## config.mk

```make
export PLATFORM = sky130hd
export DESIGN_NAME = score_display_mux
export DESIGN_NICKNAME = d
export VERILOG_FILES = /design/src/rtl/score_display_mux.sv
export SDC_FILE = /design/constraint.sdc
export NUM_CORES = 1
export LEC_CHECK = 0
export CORE_MARGIN = 4
export CORE_UTILIZATION = 43
export CTS_BUF_LIST = sky130_fd_sc_hd__clkbuf_4 sky130_fd_sc_hd__clkbuf_8 sky130_fd_sc_hd__clkbuf_16
export CTS_CLUSTER_SIZE = 16
export DETAILED_ROUTE_END_ITERATION = 7
export HOLD_SLACK_MARGIN = 0.05
export PLACE_DENSITY = 0.66
export SYNTH_ARGS = -nofsm -noshare
export SYNTH_HDL_FRONTEND = slang
export SYNTH_SLANG_ARGS = --single-unit
```

## constraint.sdc

```tcl
create_clock -name clk -period 3.3 [get_ports clk]
set_clock_uncertainty 0.15 [all_clocks]
set_input_delay 0.66 -clock clk [delete_from_list [all_inputs] [get_ports clk]]
set_output_delay 0.66 -clock clk [all_outputs]
set_load 0.05 [all_outputs]
```

## src/rtl/score_display_mux.sv

```systemverilog
// Time-multiplexed common-anode 7-segment driver for a packed BCD score.
// One digit is scanned per refresh slot. Each slot opens with a dark interval
// so the previous digit's pattern cannot ghost onto the next anode. The score
// is sampled once per full frame, so a score that changes mid-scan never shows
// a mix of old and new digits. Leading zeros can optionally be blanked.
module score_display_mux #(
    parameter int BCD_DIGITS   = 4,
    parameter int REFRESH_DIV  = 50000,
    parameter int BLANK_CYCLES = 500
) (
    input  logic                       clk,
    input  logic                       arst,
    input  logic                       en,
    input  logic [BCD_DIGITS-1:0][3:0] bcd,
    input  logic                       blank_lz,
    output logic [6:0]                 seg,
    output logic [BCD_DIGITS-1:0]      an
);

    localparam int CNT_W = $clog2(REFRESH_DIV);
    localparam int IDX_W = (BCD_DIGITS > 1) ? $clog2(BCD_DIGITS) : 1;

    localparam logic [CNT_W-1:0] CNT_LAST = CNT_W'(REFRESH_DIV - 1);
    localparam logic [IDX_W-1:0] IDX_LAST = IDX_W'(BCD_DIGITS - 1);

    // Active-low {g,f,e,d,c,b,a} pattern for one BCD digit; non-decimal codes
    // light only the middle bar so a corrupt score is visibly flagged.
    function automatic logic [6:0] seg_decode(input logic [3:0] d);
        logic [6:0] s;
        case (d)
            4'd0:    s = 7'b1000000;
            4'd1:    s = 7'b1111001;
            4'd2:    s = 7'b0100100;
            4'd3:    s = 7'b0110000;
            4'd4:    s = 7'b0011001;
            4'd5:    s = 7'b0010010;
            4'd6:    s = 7'b0000010;
            4'd7:    s = 7'b1111000;
            4'd8:    s = 7'b0000000;
            4'd9:    s = 7'b0010000;
            default: s = 7'b0111111;
        endcase
        return s;
    endfunction

    logic [CNT_W-1:0]            cnt;
    logic [IDX_W-1:0]            idx;
    logic [BCD_DIGITS-1:0][3:0]  snap;

    logic                        slot_end;
    logic                        past_blank_p0;
    logic                        blank_p0;
    logic                        lit_p0;
    logic [3:0]                  digit_p0;
    logic [6:0]                  seg_p0;
    logic [BCD_DIGITS-1:0]       an_p0;

    assign slot_end = (cnt == CNT_LAST);

    // Slot prescaler, digit index and once-per-frame score snapshot.
    // Everything holds while en is low so a re-enable resumes mid-slot.
    always_ff @(posedge clk or posedge arst) begin
        if (arst) begin
            cnt  <= '0;
            idx  <= '0;
            snap <= '0;
        end else if (en) begin
            if (slot_end) begin
                cnt <= '0;
                if (idx == IDX_LAST) begin
                    idx  <= '0;
                    snap <= bcd;
                end else begin
                    idx <= idx + IDX_W'(1);
                end
            end else begin
                cnt <= cnt + CNT_W'(1);
            end
        end
    end

    // ---- stage p0: combinational view of the current slot ----

    // Anti-ghosting window; with no blank interval the anode is lit all slot.
    generate
        if (BLANK_CYCLES == 0) begin : g_no_blank
            assign past_blank_p0 = 1'b1;
        end else begin : g_blank
            assign past_blank_p0 = (cnt >= CNT_W'(BLANK_CYCLES));
        end
    endgenerate

    // Leading-zero test: the digit and every more significant one are zero.
    // Digit 0 always shows so a zero score still reads "0".
    always_comb begin
        blank_p0 = blank_lz && (idx != '0);
        for (int j = 0; j < BCD_DIGITS; j++) begin
            if ((j >= int'(idx)) && (snap[j] != 4'd0)) begin
                blank_p0 = 1'b0;
            end
        end
    end

    assign digit_p0 = snap[idx];
    assign lit_p0   = en && past_blank_p0 && !blank_p0;

    // Select the single active anode and its pattern; dark means all segments off.
    always_comb begin
        an_p0  = '1;
        seg_p0 = 7'h7F;
        if (lit_p0) begin
            an_p0[idx] = 1'b0;
            seg_p0     = seg_decode(digit_p0);
        end
    end

    // ---- stage p1: registered pad drive ----

    // Register the pad outputs so the pins never glitch between digits.
    always_ff @(posedge clk or posedge arst) begin
        if (arst) begin
            seg <= 7'h7F;
            an  <= '1;
        end else begin
            seg <= seg_p0;
            an  <= an_p0;
        end
    end

endmodule

```

Word level (Yosys, flattened, before mapping)
Memories as Yosys holds them, arrays and structs flattened.
Index checks and enable logic that the tools add are counted.
W data, S select, Z words.
{"block": "classes", "n_reduce_logical": 15, "add_sub_neg": 2, "muxes": 12, "eq_ne": 2, "n_lt_le_gt_ge": 6, "bitwise_logic": 1}
{"operator": "$add A16 B1 Y16 const B", "count": 1}
{"operator": "$eq A16 B16 Y1 const B", "count": 1}
{"operator": "$ge A16 B9 Y1 const B", "count": 1}
{"operator": "$mux W16", "count": 1}
{"operator": "$reduce_bool A4 Y1", "count": 4}
{"operator": "$bmux W4 S2", "count": 1}
{"operator": "$mux W4", "count": 2}
{"operator": "$logic_and A1 B1 Y1", "count": 7}
{"operator": "$mux W7", "count": 1}
{"operator": "$mux W1", "count": 5}
{"operator": "$ge A1 B2 Y1 const A", "count": 2}
{"operator": "$not A4 Y4", "count": 1}
{"operator": "$lt A2 B3 Y1 const B", "count": 1}
{"operator": "$reduce_and A3 Y1", "count": 1}
{"operator": "$add A2 B1 Y2 const B", "count": 1}
{"operator": "$demux W1 S2", "count": 1}
{"operator": "$eq A2 B2 Y1 const B", "count": 1}
{"operator": "$ge A2 B1 Y1 const B", "count": 1}
{"operator": "$ge A2 B2 Y1 const A", "count": 1}
{"operator": "$mux W2", "count": 1}
{"operator": "$reduce_and A2 Y1", "count": 1}
{"operator": "$reduce_bool A2 Y1", "count": 1}
{"operator": "$logic_not A1 Y1", "count": 1}
{"block": "word_totals", "word_cells": 47, "input_bits": 20, "memories": 1, "romBits": 112, "regBits": 45, "out_inout_bits": 11}
{"memory": "(no name shown)", "depth": 16, "width": 7, "read_ports": 1, "rd_ports_with_merged_regs": 0, "wr": 0, "line_no": "30", "rtl": "case (d)"}

Depth between registers and ports, before layout
{"block": "depth", "depth_word": 9, "mapped_depth": 8, "mapped_depth_nobuf": 6}

Least setup slack after synthesis
No wires, ideal clock.
{"block": "synth_timing", "kind": "register to register", "start": "register idx[1]", "end": "register seg[4]", "required_time_ps": 3052, "arrival_ps": 1845, "slack_ps": 1207, "synth_period_minus_slack_ps": 2093, "path_stages_with_launch": 8, "cell_sequence": "dfrtp_1 -> buf_4 -> mux4_2 -> inv_1 -> ha_1 -> nor3_1 -> a2111oi_0 -> o21ai_0"}
{"block": "synth_via", "elab_chain_cells": 9, "elab_cells_between_ends": 18}
{"element": "start: declaration", "line_no": "47", "rtl": "logic [IDX_W-1:0] idx;"}
{"element": "start signal: assignment", "line_no": "74", "rtl": "idx <= idx + IDX_W'(1);"}
{"element": "$ge A1 B2 Y1 / $reduce_bool A2 Y1 (equally long branches)", "line_no": "98, 96"}
{"element": "$logic_and A1 B1 Y1, on equally long branches", "line_no": "98, 96"}
{"element": "$mux W1 (4 in a row)", "line_no": "98", "rtl": "if ((j >= int'(idx)) && (snap[j] != 4'd0)) begin"}
{"element": "$logic_not A1 Y1", "line_no": "105", "rtl": "assign lit_p0 = en && past_blank_p0 && !blank_p0;"}
{"element": "$logic_and A1 B1 Y1", "line_no": "105"}
{"element": "$mux W7 *", "line_no": "111", "rtl": "if (lit_p0) begin"}
{"element": "via seg_p0[4]", "line_no": "55", "rtl": "logic [6:0] seg_p0;"}
{"element": "end signal: assignment", "line_no": "125", "rtl": "seg <= seg_p0;"}
{"element": "end: declaration", "line_no": "16", "rtl": "output logic [6:0] seg,"}
The timed path passes the listed nets; every way through them passes the cells marked *. The select of a mux whose other input is x is not followed.
A chain may end at the register's enable or synchronous reset.

Worst setup path after layout
{"block": "layout_timing", "start": "register an[1]", "end": "output port an[1]"}
{"element": "start: declaration", "line_no": "17", "rtl": "output logic [BCD_DIGITS-1:0] an"}
{"element": "start signal: assignment", "line_no": "126", "rtl": "an <= an_p0;"}
No word-level cell between the ends.

==> impl_metrics.csv <==
group,metric,value,unit
floorplan,rows,26,
placed_design,hpwl,2950,um
layout,diodes,0,
timing,setup_viol,0,
timing,worstMarginPinSlew,1.00,ns
setup_path,worstPathArrival,1.60,ns
yosys,yosysWarnings,0,
setup_path,path_delay_family,"buffers and inverters",
layout,layout-drive-gt1-share,21.3,%
setup_path,crit_path_start_kind,"flip-flop",
yosys,synthAdderAreaFrac,6.59,%
yosys,syn_inst,191,
timing,finalSetupTns,0,ns
timing,hold_viol_final,0,
global_route,grt-busiest-layer,"met2",
clock_network,clock-sinks,45,
yosys,synthTopCellsByArea,"dfrtp_1 37%, dfstp_2 13%, ha_1 6.6%",
placed_design,placed_area,2650,um^2
power_and_ir_drop,ir_drop,0.296,mV
setup_path,regToRegSetupSlack,0.92,ns
detailed_routing,wire_per_inst,13.6,um
detailed_routing,viasPerCell,4.97,
timing,worst_hold_slack,0.373,ns
global_route,grt_pass1_wl,6910,um
setup_path,cp-end-kind,"output port",
detailed_routing,drtPass1Iterations,4,
floorplan,start_util,44.6,%
clock_network,postCtsSetupRepairBufs,0,
setup_path,worstRegToRegCells,6,
clock_network,clkTransAtPathRegs,0.08,ns
global_route,gr-usage-all-layers,13.8,%
clock_network,clockRootBuffer,"clkbuf_8",
placed_design,io_buffers,30,
setup_path,path_buf_inv,1,
floorplan,io_pins,31,
detailed_routing,routed_wl,4000,um
layout,area_growth,20.0,%
yosys,yosysSeqAreaShare,50.1,%
outcome,outcome,"complete, no violations",
global_route,grt_use_met1,19.5,%
clock_network,cts_buffers,5,
layout,n_fill_cell,468,
setup_path,max_stage_delay,0.80,ns
placed_design,place.gp.congestion,0.763,
global_route,first_global_vias,1448,
power_and_ir_drop,power.density,406,nW/um^2
yosys,muxShareOfSynthArea,15.3,%
setup_path,r2r-end,"seg[4]",
layout,final_util,53.5,%
floorplan,die_h,80.8,um
clock_network,clockBufferDepth,2,
global_route,grtUsageMet3,2.55,%
yosys,synth_commonest_cells,"34 x dfrtp_1, 16 x nand2_1, 12 x ha_1",
detailed_routing,drc,0,
setup_path,r2r-start,"idx[1]",
yosys,synthSimpleGateAreaFrac,14.9,%
detailed_routing,vias,1466,
setup_path,worstPathMaxFanout,1,
layout,layout.nets,256,
setup_path,crit_end,"an[1]",
global_route,antenna_found_initial,0,
yosys,yosysTopAreaCellShare,37.4,%
floorplan,die_w,80.8,um
run,drv_cap,0,
clock_network,cts_max_level,2,
yosys,synth_top_cell_by_area,"dfrtp_1",
setup_path,crit_cells,1,
yosys,synth.distinct_cells,39,
setup_path,setup.worst_path.start,"an[1]",
yosys,synth_edf_count,0,
yosys,synth_seq_cells,45,
clock_network,clk_latency,0.29,ns
yosys,synthArstFlopShare,100,%
hold_path,hold_class,"flip-flop to flip-flop",
global_route,use_met2,20.7,%
setup_path,worst_path_max_delay_cell,"clkdlybuf4s50_1",
power_and_ir_drop,power,1.11,mW
detailed_routing,drt_first_iter_violations,87,
yosys,synth_compound_area_share,4.89,%
global_route,grt_max_degree,29,
timing,fin_crit_sh,73.1,%
setup_path,crit_path_cell_trace,"clkdlybuf4s50_1",
timing,period_minus_slack,2.41,ns
timing,max_freq,415,MHz
yosys,synth.avg_cell_area,11.9,um^2
floorplan,fp.coreArea,5110,um^2
detailed_routing,ant_nets,0,
yosys,synth_fp_nets,223,
power_and_ir_drop,p_leak,1.28,nW
floorplan,die-area,6520,um^2
timing,slew_headroom,32.9,%
yosys,synth_xor_area_share,4.62,%
yosys,ys.flop_type,"dfrtp_1",
timing,drv_slew,0,
layout,stdcell_area,2730,um^2
global_route,grt_overflow_total,0,
clock_network,ctsHoldBuffers,0,
clock_network,post_cts_resized,0,
yosys,synth_top_family_by_area,"multiplexers",
yosys,synth_area,2280,um^2
timing,rsz0062_at_grt,"false",
setup_path,worstSetupPathType,"flip-flop to output port",
clock_network,cts_tree,"yes",
yosys,yosysMostFrequentCell,"dfrtp_1",
setup_path,worstPathRequired,2.49,ns
-- layer usage --
layer | vias to the layer above | wire length, um
met5 | - | 0
met4 | 0 | 73
met3 | 7 | 158
met2 | 30 | 1750
met1 | 702 | 2020
li1 | 727 | -
-- final cells by class --
class	count	area (um^2)	share of cell area [%]
inverters	11	41.3	1.51
clock inverters	2	10.0	0.366
flip-flops and latches	45	1140	41.7
repair buffers	33	323	11.8
multi-input cells	128	1050	38.6
well taps	70	87.6	3.21
clock buffers	6	76.3	2.79
-- metrics by stage --
step,worst slack (ns),std cells
floorplan,1.21,191
global placement,0.655,287
detailed placement,0.633,287
CTS,0.864,295
global route,0.691,295
finish,0.888,295
-- sequential cells by signal, indices dropped and copies added (netlist names) --
register / flops
seg: 7
an: 4
snap: 16
idx: 2
cnt: 16
-- placed cells by master (no fill, tap or decap), types with 2 or more instances in the layout --
cell	n
dfrtp_1	34
clkdlybuf4s50_1	30
nand2_1	16
ha_1	12
nor2_1	11
dfstp_2	11
inv_1	10
mux2_4	10
o21ai_0	9
nand3_1	7
xnor2_1	6
xor2_1	6
mux2_2	6
clkbuf_8	5
mux2i_1	4
nand4_1	4
and3_1	4
nor4_1	4
nor3_1	4
mux4_2	4
a21oi_1	3
buf_4	3
or3_1	2
clkinv_2	2
-- power by group --
group	leakage [nW]	internal (mW)	total, mW	switching (mW)
registers	0.564	0.593	0.648	0.0555
clock network	0.0484	0.155	0.330	0.175
logic	0.664	0.0697	0.130	0.0605
total	1.28	0.817	1.11	0.291
-- worst min path at each step --
stage / startpoint / end / slack, ns / cells after the start
final: cnt[15] / cnt[15] / 0.37 / 1
after global routing: snap[3] / snap[3] / 0.39 / 1
after CTS: snap[3] / snap[3] / 0.37 / 1
after detailed placement: snap[3] / snap[3] / 0.35 / 1
after global placement: snap[3] / snap[3] / 0.34 / 1
after floorplan: cnt[15] / cnt[15] / 0.32 / 1
-- cell families (layout without fill, tap and decap cells) --
family	Yosys count	after routing
compound gates	18	18
xor+xnor	12	12
fa+ha+maj	12	12
buf+inv	18	52
flops	45	45
mux	24	24
simple gates	62	62
No activity file was read; power rests on OpenSTA's default activity.
